### config.mk
export PLATFORM = sky130hd
export DESIGN_NAME = uart_tx_buffered
export DESIGN_NICKNAME = d
export VERILOG_FILES = /design/src/rtl/uart_pkg.sv /design/src/rtl/uart_tx_fifo.sv /design/src/rtl/uart_tx_buffered.sv
export SDC_FILE = /design/constraint.sdc
export NUM_CORES = 1
export LEC_CHECK = 0
export CAP_MARGIN = 20
export CELL_PAD_IN_SITES_DETAIL_PLACEMENT = 1
export CELL_PAD_IN_SITES_GLOBAL_PLACEMENT = 1
export CORE_ASPECT_RATIO = 1.75
export CORE_MARGIN = 2
export CORE_UTILIZATION = 50
export CTS_CLUSTER_DIAMETER = 200
export DETAILED_ROUTE_END_ITERATION = 16
export PLACE_DENSITY_LB_ADDON = 0.25
export SLEW_MARGIN = 20
export SYNTH_ARGS = -nofsm -noshare
export SYNTH_HDL_FRONTEND = slang
export SYNTH_HIERARCHICAL = 1
export SYNTH_SLANG_ARGS = --single-unit
### constraint.sdc
create_clock -name Clk -period 9 [get_ports Clk]
set_input_delay 2.25 -clock Clk [delete_from_list [all_inputs] [get_ports Clk]]
set_output_delay 2.25 -clock Clk [all_outputs]
set_load 0.02 [all_outputs]
### src/rtl/uart_pkg.sv
// Shared types and helpers for the buffered UART transmitter.
// Holds the FSM encoding, parity-mode codes and the baud divisor table.
package uart_pkg;

    typedef enum logic [2:0] {
        S_IDLE,
        S_START,
        S_DATA,
        S_PARITY,
        S_STOP
    } tx_state_e;

    localparam logic [1:0] PAR_NONE = 2'd0;
    localparam logic [1:0] PAR_EVEN = 2'd1;
    localparam logic [1:0] PAR_ODD  = 2'd2;

    // Divisor is the terminal count: a bit lasts (return value + 1) clocks.
    function automatic int unsigned baud_div(
        input logic [2:0]  sel,
        input int unsigned clk_freq
    );
        int unsigned baud;
        unique case (sel)
            3'd0:    baud = 9600;
            3'd1:    baud = 19200;
            3'd2:    baud = 38400;
            3'd3:    baud = 57600;
            default: baud = 115200;
        endcase
        return (clk_freq / baud) - 1;
    endfunction

endpackage

### src/rtl/uart_tx_fifo.sv
// Synchronous transmit FIFO with show-ahead head word.
// Occupancy counter drives Full/Empty/Level; dropped writes pulse Overflow.
module uart_tx_fifo #(
    parameter int unsigned DATA_W = 8,
    parameter int unsigned DEPTH  = 16
) (
    input  logic                     clk_i,
    input  logic                     rst_ni,
    input  logic                     wr_en_i,
    input  logic [DATA_W-1:0]        wr_data_i,
    input  logic                     rd_en_i,
    output logic [DATA_W-1:0]        rd_data_o,
    output logic                     full_o,
    output logic                     empty_o,
    output logic [$clog2(DEPTH):0]   level_o,
    output logic                     overflow_o
);

    localparam int unsigned AW    = $clog2(DEPTH);
    localparam int unsigned LVL_W = AW + 1;

    logic [DATA_W-1:0] mem_q [DEPTH];
    logic [AW-1:0]     wptr_q, wptr_d;
    logic [AW-1:0]     rptr_q, rptr_d;
    logic [LVL_W-1:0]  lvl_q, lvl_d;
    logic              ovf_q, ovf_d;
    logic              push, pop;

    assign full_o     = (lvl_q == LVL_W'(DEPTH));
    assign empty_o    = (lvl_q == '0);
    assign level_o    = lvl_q;
    assign overflow_o = ovf_q;
    assign rd_data_o  = mem_q[rptr_q];

    assign pop  = rd_en_i && !empty_o;
    assign push = wr_en_i && (!full_o || pop);

    // Pointer, occupancy and overflow next-state.
    always_comb begin
        wptr_d = wptr_q;
        rptr_d = rptr_q;
        lvl_d  = lvl_q;
        ovf_d  = wr_en_i && full_o && !pop;
        if (push) wptr_d = wptr_q + AW'(1);
        if (pop)  rptr_d = rptr_q + AW'(1);
        unique case ({push, pop})
            2'b10:   lvl_d = lvl_q + LVL_W'(1);
            2'b01:   lvl_d = lvl_q - LVL_W'(1);
            default: lvl_d = lvl_q;
        endcase
    end

    // Control registers; reset flushes the queue.
    always_ff @(posedge clk_i or negedge rst_ni) begin
        if (!rst_ni) begin
            wptr_q <= '0;
            rptr_q <= '0;
            lvl_q  <= '0;
            ovf_q  <= 1'b0;
        end else begin
            wptr_q <= wptr_d;
            rptr_q <= rptr_d;
            lvl_q  <= lvl_d;
            ovf_q  <= ovf_d;
        end
    end

    // Storage array, written on accepted pushes only.
    always_ff @(posedge clk_i) begin
        if (push) mem_q[wptr_q] <= wr_data_i;
    end

endmodule

### src/rtl/uart_tx_buffered.sv
// FIFO-buffered UART transmitter, LSB first, run-time baud select.
// Define UART_TX_PARITY_EN to add the optional even/odd parity bit.
module uart_tx_buffered
    import uart_pkg::*;
#(
    parameter int unsigned CLK_FREQ  = 50_000_000,
    parameter int unsigned DATA_W    = 8,
    parameter int unsigned DEPTH     = 16,
    parameter int unsigned STOP_BITS = 1
) (
    input  logic                   Clk,
    input  logic                   Rst_n,
    input  logic                   Wr_en,
    input  logic [DATA_W-1:0]      Wr_data,
    input  logic [2:0]             Baud_set,
    input  logic [1:0]             Parity_mode,
    output logic                   Rs232_Tx,
    output logic                   Tx_Done,
    output logic                   UART_state,
    output logic                   Full,
    output logic                   Empty,
    output logic [$clog2(DEPTH):0] Level,
    output logic                   Overflow
);

    localparam int unsigned CNT_W = $clog2(CLK_FREQ / 9600 + 1);
    localparam int unsigned BIT_W = $clog2(DATA_W) + 1;
    localparam logic [BIT_W-1:0] LAST_DATA = BIT_W'(DATA_W - 1);
    localparam logic [BIT_W-1:0] LAST_STOP = BIT_W'(STOP_BITS - 1);

    tx_state_e         state_q, state_d;
    logic [CNT_W-1:0]  cnt_q, cnt_d;
    logic [CNT_W-1:0]  div_q, div_d;
    logic [BIT_W-1:0]  bit_q, bit_d;
    logic [DATA_W-1:0] shift_q, shift_d;
    logic              tx_q, tx_d;
    logic              done_q, done_d;
    logic              pop;
    logic              tc;
    logic [DATA_W-1:0] head;
    tx_state_e         after_data;

`ifdef UART_TX_PARITY_EN
    logic par_en_q, par_en_d;
    logic par_bit_q, par_bit_d;
    assign after_data = par_en_q ? S_PARITY : S_STOP;
`else
    logic unused_parity;
    assign unused_parity = ^Parity_mode;
    assign after_data    = S_STOP;
`endif

    uart_tx_fifo #(
        .DATA_W (DATA_W),
        .DEPTH  (DEPTH)
    ) u_fifo (
        .clk_i      (Clk),
        .rst_ni     (Rst_n),
        .wr_en_i    (Wr_en),
        .wr_data_i  (Wr_data),
        .rd_en_i    (pop),
        .rd_data_o  (head),
        .full_o     (Full),
        .empty_o    (Empty),
        .level_o    (Level),
        .overflow_o (Overflow)
    );

    assign tc         = (cnt_q == div_q);
    assign Rs232_Tx   = tx_q;
    assign Tx_Done    = done_q;
    assign UART_state = (state_q != S_IDLE);

    // Frame sequencing, word fetch and next line level.
    always_comb begin
        state_d = state_q;
        cnt_d   = tc ? '0 : cnt_q + CNT_W'(1);
        div_d   = div_q;
        bit_d   = bit_q;
        shift_d = shift_q;
        done_d  = 1'b0;
        pop     = 1'b0;
`ifdef UART_TX_PARITY_EN
        par_en_d  = par_en_q;
        par_bit_d = par_bit_q;
`endif
        unique case (state_q)
            S_IDLE: begin
                cnt_d = '0;
                pop   = !Empty;
            end
            S_START: begin
                if (tc) begin
                    bit_d   = '0;
                    state_d = S_DATA;
                end
            end
            S_DATA: begin
                if (tc) begin
                    if (bit_q == LAST_DATA) begin
                        bit_d   = '0;
                        state_d = after_data;
                    end else begin
                        bit_d   = bit_q + BIT_W'(1);
                        shift_d = shift_q >> 1;
                    end
                end
            end
`ifdef UART_TX_PARITY_EN
            S_PARITY: begin
                if (tc) state_d = S_STOP;
            end
`endif
            S_STOP: begin
                if (tc) begin
                    if (bit_q == LAST_STOP) begin
                        bit_d   = '0;
                        done_d  = 1'b1;
                        pop     = !Empty;
                        state_d = S_IDLE;
                    end else begin
                        bit_d = bit_q + BIT_W'(1);
                    end
                end
            end
            default: state_d = S_IDLE;
        endcase
        // Fetching a word latches its frame settings.
        if (pop) begin
            state_d = S_START;
            cnt_d   = '0;
            bit_d   = '0;
            shift_d = head;
            div_d   = CNT_W'(baud_div(Baud_set, CLK_FREQ));
`ifdef UART_TX_PARITY_EN
            par_en_d  = (Parity_mode == PAR_EVEN) ||
                        (Parity_mode == PAR_ODD);
            par_bit_d = (Parity_mode == PAR_ODD) ? ~^head : ^head;
`endif
        end
        unique case (state_d)
            S_START: tx_d = 1'b0;
            S_DATA:  tx_d = shift_d[0];
`ifdef UART_TX_PARITY_EN
            S_PARITY: tx_d = par_bit_q;
`endif
            default: tx_d = 1'b1;
        endcase
    end

    // State and datapath registers; reset forces the line idle at once.
    always_ff @(posedge Clk or negedge Rst_n) begin
        if (!Rst_n) begin
            state_q <= S_IDLE;
            cnt_q   <= '0;
            div_q   <= '0;
            bit_q   <= '0;
            shift_q <= '0;
            tx_q    <= 1'b1;
            done_q  <= 1'b0;
        end else begin
            state_q <= state_d;
            cnt_q   <= cnt_d;
            div_q   <= div_d;
            bit_q   <= bit_d;
            shift_q <= shift_d;
            tx_q    <= tx_d;
            done_q  <= done_d;
        end
    end

`ifdef UART_TX_PARITY_EN
    // Per-frame parity settings.
    always_ff @(posedge Clk or negedge Rst_n) begin
        if (!Rst_n) begin
            par_en_q  <= 1'b0;
            par_bit_q <= 1'b0;
        end else begin
            par_en_q  <= par_en_d;
            par_bit_q <= par_bit_d;
        end
    end
`endif

endmodule

==> impl_metrics.env, run 1 <==
export IMPL_die_w_um=135
export IMPL_avgSynthCellArea_um2=9.83
export IMPL_tool_error="[ERROR GRT-0116] Global routing finished with congestion. Check the congestion regions in the DRC Viewer."
export IMPL_haltStage="global routing"
export IMPL_clock_sinks=184
export IMPL_async_flop_share_pct=30.4
export IMPL_clockRootBuffer="clkbuf_16"
export IMPL_routabilityCongestion=0.938
export IMPL_rows=83
export IMPL_ys_types=106
export IMPL_synthSimpleGateAreaFrac_pct=17.7
export IMPL_htree_levels=4
export IMPL_synth_xor_area_share_pct=5.25
export IMPL_synth_top_cell_by_area="edfxtp_1"
export IMPL_die_y_um=233
export IMPL_synth_top_family_by_area="compound AO/OA/AOI/OAI gates"
export IMPL_io_buffers=24
export IMPL_ys_warn_count=6
export IMPL_initial_core_util_pct=50.9
export IMPL_grt_overflow=20
export IMPL_muxShareOfSynthArea_pct=9.41
export IMPL_syn_cell_area_mm2=0.0150
export IMPL_synthAdderAreaFrac_pct=9.94
export IMPL_yosysSeqAreaShare_pct=35.0
export IMPL_hold_buffers=0
export IMPL_grt_pass1_wl_um=162000
export IMPL_ios=27
export IMPL_ys_seq_elements=184
export IMPL_dp_slack_ns=-19.74
export IMPL_ys_top_cells_by_count="nor2_1, edfxtp_1, nand2_1"
export IMPL_cts_buffers_inserted=17
export IMPL_synth_area_leaders="edfxtp_1, ha_1, dfrtp_1, mux4_1, a21oi_1"
export IMPL_hpwl_um=45500
export IMPL_synth_edff_count=128
export IMPL_grt_max_degree=57
export IMPL_syn_inst=1527
export IMPL_grt_pass1_vias=22600
export IMPL_synth_most_common_cell="nor2_1"
export IMPL_synth_compound_area_share_pct=18.7
export IMPL_cts_buffer_depth=2
export IMPL_synth_ff_type="edfxtp_1"
export IMPL_status="did not finish"
export IMPL_track_usage_pct=71.2
export IMPL_synth_top_area_share_pct=25.6
==> kinds of logic after synthesis <==
| group | Yosys count |
|---|---|
| compound gates | 403 |
| xor+xnor | 90 |
| fa+ha+maj | 118 |
| buf+inv | 135 |
| flops | 184 |
| mux | 77 |
| other cells | 2 |
| simple gates | 518 |
==> metrics by stage <==
step | hold WS (ns) | instances | cell area [µm²]
floorplan | 0.446 | 1534 | 15600
global placement | 0.461 | 2267 | 18900
detailed placement | 0.502 | 2267 | 18900
CTS | 0.561 | 2426 | 21000
==> what timing repair did <==
action                     CTS
pin swaps                  121
setup endpoints to repair    8
gates resized for setup    139
setup buffers              129
==> metal layers <==
metal	GRT overflow	track usage, %
met4	6	74.5
met3	1	48.4
met5	0	20.8
met1	0	70.1
met2	13	92.4
==> run 2, diff against run 1 <==
--- a/config.mk
+++ b/config.mk
@@ -6,14 +6,10 @@
 export NUM_CORES = 1
 export LEC_CHECK = 0
 export CAP_MARGIN = 20
-export CELL_PAD_IN_SITES_DETAIL_PLACEMENT = 1
-export CELL_PAD_IN_SITES_GLOBAL_PLACEMENT = 1
-export CORE_ASPECT_RATIO = 1.75
 export CORE_MARGIN = 2
-export CORE_UTILIZATION = 50
-export CTS_CLUSTER_DIAMETER = 200
+export CORE_UTILIZATION = 35
 export DETAILED_ROUTE_END_ITERATION = 16
-export PLACE_DENSITY_LB_ADDON = 0.25
+export PLACE_DENSITY_LB_ADDON = 0.15
 export SLEW_MARGIN = 20
 export SYNTH_ARGS = -nofsm -noshare
 export SYNTH_HDL_FRONTEND = slang
==> run 2 against run 1 <==
The flow now finishes, with violations (negative setup slack). Area after synthesis stayed put. Synthesized cell count unchanged.
==> impl_metrics.env, run 2 <==
export IMPL_hold_buffers=0
export IMPL_grt_overflow=0
export IMPL_hold_start="shift_q[5]"
export IMPL_synth_most_common_cell="nor2_1"
export IMPL_wirelength_um=46600
export IMPL_vdd_drop_max_mv=0.242
export IMPL_die_w_um=211
export IMPL_drt_iter0_drc=700
export IMPL_crit_top_cell="buf_4"
export IMPL_cts_reportedPaths_clkPinSlew_ns=0.07
export IMPL_final_hold_viol_count=0
export IMPL_synth_top_cell_by_area="edfxtp_1"
export IMPL_clock_sinks=184
export IMPL_crit_arrival_ns=25.78
export IMPL_routedWlPerCell_um=18.1
export IMPL_synth_area_leaders="edfxtp_1, ha_1, dfrtp_1, mux4_1, a21oi_1"
export IMPL_min_path_type="reg2reg"
export IMPL_vias_per_cell=5.33
export IMPL_r2r_start="cnt_q[4]"
export IMPL_top_register="u_fifo/mem_q"
export IMPL_antenna_found_initial=1
export IMPL_max_slew_margin_pct=31.8
export IMPL_io_buffers=24
export IMPL_final_common_cell="buf_4"
export IMPL_synth_edff_count=128
export IMPL_avgSynthCellArea_um2=9.83
export IMPL_reg_top3="u_fifo/mem_q x128, cnt_q x13, div_q x12"
export IMPL_fin_crit_ns=25.50
export IMPL_syn_cell_area_mm2=0.0150
export IMPL_synth_ff_type="edfxtp_1"
export IMPL_async_flop_share_pct=30.4
export IMPL_largest_reg_flops=128
export IMPL_grt_pass1_wl_um=74500
export IMPL_crit_path_end_kind="flop"
export IMPL_setup_viol=8
export IMPL_worst_path_max_fanout=7
export IMPL_yosysSeqAreaShare_pct=35.0
export IMPL_grt_max_degree=57
export IMPL_fin_crit_sh_pct=283
export IMPL_grt_pass1_vias=13800
export IMPL_rrSetupSlack_ns=4.00
export IMPL_die_area_mm2=0.0445
export IMPL_grtUsageMet3_pct=1.58
export IMPL_whs_endpoint="shift_q[5]"
export IMPL_routabilityCongestion=0.906
export IMPL_ys_types=106
export IMPL_power_density_mw_per_mm2=356
export IMPL_leakage_uw=0.00902
export IMPL_drt_pass1_iterations=7
export IMPL_syn_inst=1527
export IMPL_ff_latch_area_mm2=0.00525
export IMPL_critPathSlowestCell="or3_4"
export IMPL_track_usage_pct=21.2
export IMPL_vias=13700
export IMPL_core_mm2=0.0421
export IMPL_cts_buffers_inserted=17
export IMPL_critPathMaxStageDelay_ns=0.40
export IMPL_status="finished, violations left"
export IMPL_dp_slack_ns=-18.32
export IMPL_initial_core_util_pct=35.6
export IMPL_ys_top_cells_by_count="nor2_1, edfxtp_1, nand2_1"
export IMPL_met2_usage_pct=36.8
export IMPL_hpwl_um=33100
export IMPL_numPlacedInstances=2422
export IMPL_die_y_um=211
export IMPL_clockRootBuffer="clkbuf_16"
export IMPL_rows=75
export IMPL_ys_warn_count=6
export IMPL_fin_skew_ns=0.0149
export IMPL_timing_fmax_mhz=39.2
export IMPL_cts_buffer_depth=2
export IMPL_violations="negative setup slack"
export IMPL_drtAntennaViolNets=0
export IMPL_fill_cells=3842
export IMPL_cts_tree="done"
export IMPL_slew_violations=0
export IMPL_drive_gt1_share_pct=38.7
export IMPL_path_class="in2reg"
export IMPL_layout_cells_non_filler=2567
export IMPL_syn2layout_area_growth_pct=40.8
export IMPL_clk_latency_ns=0.43
export IMPL_ys_seq_elements=184
export IMPL_most_common_layout_cells="buf_4, edfxtp_1, nor2_1, nand2_1, ha_1"
export IMPL_htree_levels=4
export IMPL_required_ns=9.28
export IMPL_maxCapViolations=0
export IMPL_multi_input_area_mm2=0.0102
export IMPL_met1_usage_pct=28.7
export IMPL_nets=2148
export IMPL_setup_ws_ns=-16.50
export IMPL_rsz0062_at_grt="yes"
export IMPL_start_kind="input pin"
export IMPL_synth_top_area_share_pct=25.6
export IMPL_grt_busiest_layer="met2"
export IMPL_ios=27
export IMPL_tightest_slew_ns=1.02
export IMPL_reg2reg_depth=15
export IMPL_hold_path_depth=2
export IMPL_drc=0
export IMPL_r2r_end="u_fifo/level_o[4]"
run 2: final cells by class:
cell class / count / share of cell area [%]
Multi-Input combinational cell: 1215 / 48.4
Clock buffer: 17 / 2.01
Sequential cell: 184 / 24.8
Tap cell: 539 / 3.19
Inverter: 64 / 1.21
Antenna cell: 1 / 0.0118
Clock inverter: 15 / 0.847
Timing Repair Buffer: 532 / 19.5
run 2: metrics by stage:
step           total power (µW)  area, µm²  hold WS (ns)  util (%)  TNS (ns)
2_1_floorplan              4000      15600         0.446         -    -98.14
3_3_place_gp               5910      19000         0.463      45.2    -98.76
3_5_place_dp               5930      19000         0.464      45.2   -102.07
4_1_cts                    7270      20700         0.481      49.2    -89.55
5_1_grt                    8100      21100         0.499      50.2    -97.47
6_report                   7520      21100         0.478      50.2    -89.52
run 2: logic make-up (layout without fill, tap and decap cells):
kind of cell,count (synthesis),in the layout,share of synthesized area [%]
simple gates,518,518,17.7
compound gates,403,403,18.7
flops,184,184,35.0
buf+inv,135,628,3.97
fa+ha+maj,118,118,9.94
xor+xnor,90,90,5.25
mux,77,77,9.41
other cells,2,10,0.0500
run 2: power breakdown:
group,internal (µW),leakage (µW),switching [µW]
clock network,398,0.000285,346
registers,1060,0.00185,186
logic,2980,0.00688,2550
total,4430,0.00902,3080
run 2: layer usage:
layer / routed length, µm / up-vias / part of all wire [%]
li1: - / 6751 / -
met1: 21800 / 6617 / 47
met2: 22600 / 253 / 49
met3: 1150 / 62 / 2.5
met4: 965 / 0 / 2.1
met5: 0 / - / 0
run 2: how the worst max path moves through the flow:
stage,from,end,slack [ns],cells past startpoint
finish,Baud_set[0],div_q[8],-16.50,137
detailed placement,Baud_set[0],div_q[8],-18.32,137
floorplan,Baud_set[1],div_q[8],-17.98,149
CTS,Baud_set[0],div_q[8],-16.50,142
global route,Baud_set[2],div_q[6],-17.78,140
global placement,Baud_set[0],div_q[8],-17.83,142
run 2: critical path: cells and delay by family:
| kind | cells | cell delay, ns |
|---|---|---|
| fa+ha+maj | 15 | 3.99 |
| mux | 2 | 0.47 |
| compound gates | 53 | 8.99 |
| buf+inv | 20 | 2.47 |
| xor+xnor | 4 | 0.58 |
| simple gates | 43 | 7.00 |
run 2: timing repair:
| item | in CTS | in global routing |
|---|---|---|
| resized for setup | 98 | 64 |
| endpoints found under the setup margin | 8 | 8 |
| pin swaps | 114 | 44 |
| gates cloned | 0 | 0 |
| setup buffers | 94 | 20 |
Note: power is estimated with default switching activity, not from simulation.
